## src/rtl/fetch_stage.sv

```systemverilog
// Instruction fetch stage with IF/ID register: owns the PC, runs a one-outstanding
// imem handshake and pre-decodes immediate_sel. Optional perf counters: FETCH_PERF_EN.
module fetch_stage #(
  parameter logic [31:0] RESET_PC = 32'h0000_0000,
  parameter logic [31:0] PC_STEP  = 32'd4
) (
  input  logic        clk,
  input  logic        rst,
  output logic        imem_req,
  output logic [31:0] imem_addr,
  input  logic        imem_valid,
  input  logic [31:0] imem_rdata,
  input  logic        id_stall,
  input  logic        br_taken,
  input  logic [31:0] br_pc,
  input  logic [31:0] br_offset,
  output logic        id_valid,
  output logic [31:0] id_instr,
  output logic [31:0] id_pc,
  output logic [23:0] immediate_24,
  output logic [1:0]  immediate_sel,
  output logic [1:0]  dbg_state
`ifdef FETCH_PERF_EN
  ,
  output logic [31:0] fetch_count,
  output logic [15:0] flush_count
`endif
);

  // Handshake: imem_req is a one-cycle pulse in REQ with imem_addr=pc; the single
  // response is taken on any later cycle where imem_valid=1 while in WAIT.
  typedef enum logic [1:0] {
    S_IDLE = 2'd0,
    S_REQ  = 2'd1,
    S_WAIT = 2'd2,
    S_HOLD = 2'd3
  } state_t;

  state_t      state_q, state_d;
  logic [31:0] pc_q, pc_d;
  logic        discard_q, discard_d;
  logic        id_valid_q, id_valid_d;
  logic [31:0] id_instr_q, id_instr_d;
  logic [31:0] id_pc_q, id_pc_d;
  logic [1:0]  imm_sel_q, imm_sel_d;
  logic [31:0] hold_instr_q, hold_instr_d;
  logic [31:0] hold_pc_q, hold_pc_d;

  logic        load_id;
  logic [31:0] load_word;
  logic [31:0] load_pc;
  logic [31:0] br_target;
  logic        slot_free;

  function automatic logic [1:0] predecode(input logic [31:0] i);
    if (i[27:25] == 3'b001)      return 2'd0;
    else if (i[27:26] == 2'b01)  return 2'd1;
    else if (i[27:25] == 3'b101) return 2'd2;
    else                         return 2'd3;
  endfunction

  always_comb begin
    state_d      = state_q;
    pc_d         = pc_q;
    discard_d    = discard_q;
    id_valid_d   = id_valid_q;
    id_instr_d   = id_instr_q;
    id_pc_d      = id_pc_q;
    imm_sel_d    = imm_sel_q;
    hold_instr_d = hold_instr_q;
    hold_pc_d    = hold_pc_q;
    load_id      = 1'b0;
    load_word    = imem_rdata;
    load_pc      = pc_q;
    br_target    = br_pc + 32'd8 + br_offset;
    slot_free    = !id_valid_q || !id_stall;

    if (br_taken) begin
      pc_d       = br_target;
      id_valid_d = 1'b0;
      case (state_q)
        S_REQ: begin
          // The old-PC request is already on the bus; its response must be dropped.
          discard_d = 1'b1;
          state_d   = S_WAIT;
        end
        S_WAIT: begin
          if (imem_valid) begin
            discard_d = 1'b0;
            state_d   = S_REQ;
          end else begin
            discard_d = 1'b1;
            state_d   = S_WAIT;
          end
        end
        default: begin
          discard_d = 1'b0;
          state_d   = S_REQ;
        end
      endcase
    end else begin
      if (!id_stall) id_valid_d = 1'b0;
      case (state_q)
        S_IDLE: state_d = S_REQ;
        S_REQ:  state_d = S_WAIT;
        S_WAIT: begin
          if (imem_valid) begin
            if (discard_q) begin
              discard_d = 1'b0;
              state_d   = S_REQ;
            end else if (slot_free) begin
              load_id = 1'b1;
              pc_d    = pc_q + PC_STEP;
              state_d = S_REQ;
            end else begin
              hold_instr_d = imem_rdata;
              hold_pc_d    = pc_q;
              pc_d         = pc_q + PC_STEP;
              state_d      = S_HOLD;
            end
          end
        end
        S_HOLD: begin
          if (!id_stall) begin
            load_id   = 1'b1;
            load_word = hold_instr_q;
            load_pc   = hold_pc_q;
            state_d   = S_REQ;
          end
        end
        default: state_d = S_IDLE;
      endcase
      if (load_id) begin
        id_valid_d = 1'b1;
        id_instr_d = load_word;
        id_pc_d    = load_pc;
        imm_sel_d  = predecode(load_word);
      end
    end
  end

  always_ff @(posedge clk) begin
    if (rst) begin
      state_q      <= S_IDLE;
      pc_q         <= RESET_PC;
      discard_q    <= 1'b0;
      id_valid_q   <= 1'b0;
      id_instr_q   <= 32'd0;
      id_pc_q      <= 32'd0;
      imm_sel_q    <= 2'd3;
      hold_instr_q <= 32'd0;
      hold_pc_q    <= 32'd0;
    end else begin
      state_q      <= state_d;
      pc_q         <= pc_d;
      discard_q    <= discard_d;
      id_valid_q   <= id_valid_d;
      id_instr_q   <= id_instr_d;
      id_pc_q      <= id_pc_d;
      imm_sel_q    <= imm_sel_d;
      hold_instr_q <= hold_instr_d;
      hold_pc_q    <= hold_pc_d;
    end
  end

  assign imem_req      = (state_q == S_REQ);
  assign imem_addr     = (state_q == S_REQ) ? pc_q : 32'd0;
  assign id_valid      = id_valid_q;
  assign id_instr      = id_instr_q;
  assign id_pc         = id_pc_q;
  assign immediate_24  = id_instr_q[23:0];
  assign immediate_sel = imm_sel_q;
  assign dbg_state     = state_q;

`ifdef FETCH_PERF_EN
  logic [31:0] fetch_count_q, fetch_count_d;
  logic [15:0] flush_count_q, flush_count_d;

  always_comb begin
    fetch_count_d = fetch_count_q;
    flush_count_d = flush_count_q;
    if (load_id) fetch_count_d = fetch_count_q + 32'd1;
    if (br_taken && (flush_count_q != 16'hFFFF)) flush_count_d = flush_count_q + 16'd1;
  end

  always_ff @(posedge clk) begin
    if (rst) begin
      fetch_count_q <= 32'd0;
      flush_count_q <= 16'd0;
    end else begin
      fetch_count_q <= fetch_count_d;
      flush_count_q <= flush_count_d;
    end
  end

  assign fetch_count = fetch_count_q;
  assign flush_count = flush_count_q;
`endif

endmodule

```

## config.mk

```make
export PLATFORM = sky130hd
export DESIGN_NAME = fetch_stage
export DESIGN_NICKNAME = d
export VERILOG_FILES = /design/src/rtl/fetch_stage.sv
export SDC_FILE = /design/constraint.sdc
export NUM_CORES = 1
export LEC_CHECK = 0
export ABC_CLOCK_PERIOD_IN_PS = 5700
export BUFFER_PORTS_ARGS = -buffer_cell sky130_fd_sc_hd__buf_2
export CAP_MARGIN = 20
export CORE_UTILIZATION = 58
export DETAILED_ROUTE_END_ITERATION = 16
export PLACE_DENSITY = 0.85
export SYNTH_ARGS = -nofsm -noshare
export SYNTH_HDL_FRONTEND = slang
export SYNTH_SLANG_ARGS = --single-unit
```

## constraint.sdc

```tcl
create_clock -name clk -period 5.7 [get_ports clk]
set_clock_uncertainty 0.15 [all_clocks]
set_input_delay 1.14 -clock clk [delete_from_list [all_inputs] [get_ports clk]]
set_output_delay 1.14 -clock clk [all_outputs]
set_load 0.05 [all_outputs]
```

==> reports/qor.csv <==
metric;value;unit
run status;finished, final reports clean;
clock root cell;clkbuf_16;
Max Root-Sink Buffers;2;
final std cells w/o fill;1545;
die span in x;131;um
aggregate negative setup slack;0;ns
number of enable-type register cells in the synthesized netlist;0;
Critical Path End Type;output pin;
flop and latch count out of synthesis;166;
CTS clock-pin slew for the worst setup and hold paths;0.06;ns
combined area of the multi-input logic cells;5700;um^2
ratio of cells with drive above 1 in the final layout;21.3;%
cell type with the highest aggregate area in the netlist;dfxtp_1;
critical path's largest stage delay;0.90;ns
highest fanout seen on the critical path;36;
Least-Margin Pin Slew;1.07;ns
count of standard-cell rows;46;
area share of the largest cell type after synthesis;34.7;%
number of gates resized after CTS;0;
top library cells by usage in the layout, fill and taps aside;225 x buf_2, 171 x nand2_1, 166 x dfxtp_1, 110 x nor2_1, 106 x a21oi_1;
number of different library cells in the post-synthesis netlist;70;
Top-Level Pins;227;
buffers added on ports;226;
Hold Violations, Final;0;
mean number of vias per cell;5.73;
Syn Nets;1330;
number of search-and-repair iterations in the first detailed-routing pass;7;
final worst-path cycle share;63.5;%
core area;16000;um^2
fraction of registers with async set or reset after synthesis;0;%
largest net degree at the start of global routing;82;
die area;17000;um^2
initial antenna violation count;1;
routed via count;8852;
dominant synthesized flop cell;dfxtp_1;
count of fill cells added during filler insertion;1371;
number of failing setup endpoints in the final timing report;0;
syn avg cell area;8.25;um^2
number of buffers inserted during clock tree synthesis;17;
Relative slew margins;28.9;%
overall track demand over capacity in global routing;27.9;%
max_cap viols;0;
cell with the largest stage delay on the worst path;ha_1;
register area share after synthesis;34.7;%
total DRC errors in the routed layout;0;
Post-Layout Inst Area;11100;um^2
vertical extent of the die;131;um
post-DR wirelength/cell;15.5;um
Area contributors post-synth;dfxtp_1 35%, ha_1 8.6%, mux2i_1 6.9%;
Hold Crit Class;reg2reg;
worst ir drop on vdd;159;uV
endpoint arrival time on the critical path;2.33;ns
final-stage net count;1483;
clock tree from TritonCTS;yes;
required time worst endpoint;4.41;ns
RSZ-0062 raised after global routing;no;
deepest level of the CTS H-tree;4;
placed cell areas;10600;um^2
total grt overflow;0;
total length of routed wires;24.0;mm
Yosys warnings;0;
Antenna Nets Post-Route;0;
number of cells in the design after placement;1512;
highest attainable clock frequency;276;MHz
Pleak;5.14;nW
sequence of cells on the critical path;ha_1 > and2_1 > buf_2;
class of the most critical setup path;reg2out;
startpoint kind of the worst setup timing path;flip-flop;
routability-driven placement congestion ratio;0.937;
Skew-Pair Late Insertion Delay;0.42;ns
number of hold buffers added after cts;0;
final worst path period need;3.62;ns
vias in the first global route;7860;
core occupancy in the finished layout;69.6;%
register cell area after layout;3320;um^2
commonest non-fill, non-tap cell in the layout;buf_2;
Final Max Slew Viols;0;
number of sinks on the clock net;166;
first-pass GRT wire length;37.9;mm
Cell Area, Synth;9580;um^2
area added between synthesis and finish;16.3;%
Mapped Cells;1162;
HPWL reported at the end of detailed placement;17.1;mm
initial detailed-routing violation count;632;
Starting Density;59.9;%
buffers inserted during post-CTS setup optimization;0;
power density normalized to cell area;268;nW/um^2
## through the flow
step	total power, mW	hold slack [ns]	setup slack [ns]
6_report	2.98	0.304	2.08
5_1_grt	3.11	0.318	1.92
4_1_cts	2.99	0.305	2.08
3_5_place_dp	1.87	0.296	1.78
3_3_place_gp	1.85	0.290	1.85
2_1_floorplan	1.71	0.286	2.19
## cells in the mapped netlist, types with 4 or more instances
| cell | instances |
|---|---|
| nand4_1 | 10 |
| nand2_1 | 171 |
| or3_1 | 4 |
| xnor2_1 | 28 |
| a211oi_1 | 86 |
| nand3_1 | 20 |
| a221o_1 | 4 |
| and3_1 | 8 |
| dfxtp_1 | 166 |
| o21bai_1 | 5 |
| a31oi_1 | 7 |
| ha_1 | 66 |
| clkbuf_1 | 56 |
| buf_2 | 11 |
| a21oi_1 | 106 |
| a21o_1 | 19 |
| and2_1 | 34 |
| nand3b_1 | 4 |
| nor3_1 | 11 |
| mux2i_1 | 66 |
| xor2_1 | 17 |
| o211ai_1 | 6 |
| buf_1 | 4 |
| nor2_1 | 110 |
| inv_1 | 21 |
| nor2b_1 | 4 |
| o21ai_0 | 26 |
| o21a_1 | 7 |
| nand2b_1 | 4 |
| buf_4 | 24 |
## worst max-delay path, delay by kind of cell, from the launching register on
family	cells	cell delay, ns
adder cells (fa/ha/maj)	1	0.90
flip-flops	1	0.42
AND/OR/NAND/NOR	1	0.30
buffers and inverters	1	0.28
## layout make-up
class / count / area share [%]
clock buffer: 19 / 3.89
inverter: 22 / 0.741
sequential: 166 / 29.8
tap: 216 / 2.43
antenna: 1 / 0.0225
clock inverter: 13 / 1.32
multi-input combinational: 875 / 51.1
timing repair buffer: 233 / 10.6
## sequential cells by signal (all words and copies together), names as in the netlist
signal         cells
pc_q              32
id_valid           1
dbg_state          2
id_instr          32
immediate_sel      2
id_pc             32
discard_q          1
hold_instr_q      32
hold_pc_q         32
## cell families after synthesis
family | Yosys count | share of synthesized area (%)
simple gates | 402 | 19.2
buf+inv | 121 | 6.14
fa+ha+maj | 67 | 8.83
mux | 66 | 6.89
xor+xnor | 45 | 4.11
compound gates | 295 | 20.2
flops | 166 | 34.7
## path summary, 6_finish.rpt
path / slack [ns] / depth (start not counted) / endpoint / from
hold / removal: 0.30 / 2 / hold_pc_q[17]$_SDFFE_PP0P_ / hold_pc_q[17]$_SDFFE_PP0P_
hold reg to reg: 0.30 / 2 / hold_pc_q[17]$_SDFFE_PP0P_ / hold_pc_q[17]$_SDFFE_PP0P_
setup / recovery: 2.08 / 3 / imem_addr[18] / dbg_state[0]$_SDFFE_PP0P_
setup reg to reg: 3.06 / 9 / pc_q[28]$_SDFFE_PP0P_ / dbg_state[0]$_SDFFE_PP0P_
## routing by layer
| layer | part of all wire, % | routed length [um] | global-route usage [%] |
|---|---|---|---|
| met1 | 43 | 10300 | 35.7 |
| met2 | 47 | 11400 | 46.6 |
| met3 | 6.9 | 1650 | 5.74 |
| met4 | 2.7 | 639 | 10.1 |
| met5 | 0 | 0 | 0 |
## power by group
group          internal (mW)  switching [mW]
sequential              1.20          0.0620
combinational          0.222           0.372
clock                  0.653           0.479
Note: power is estimated with default switching activity, not from simulation.
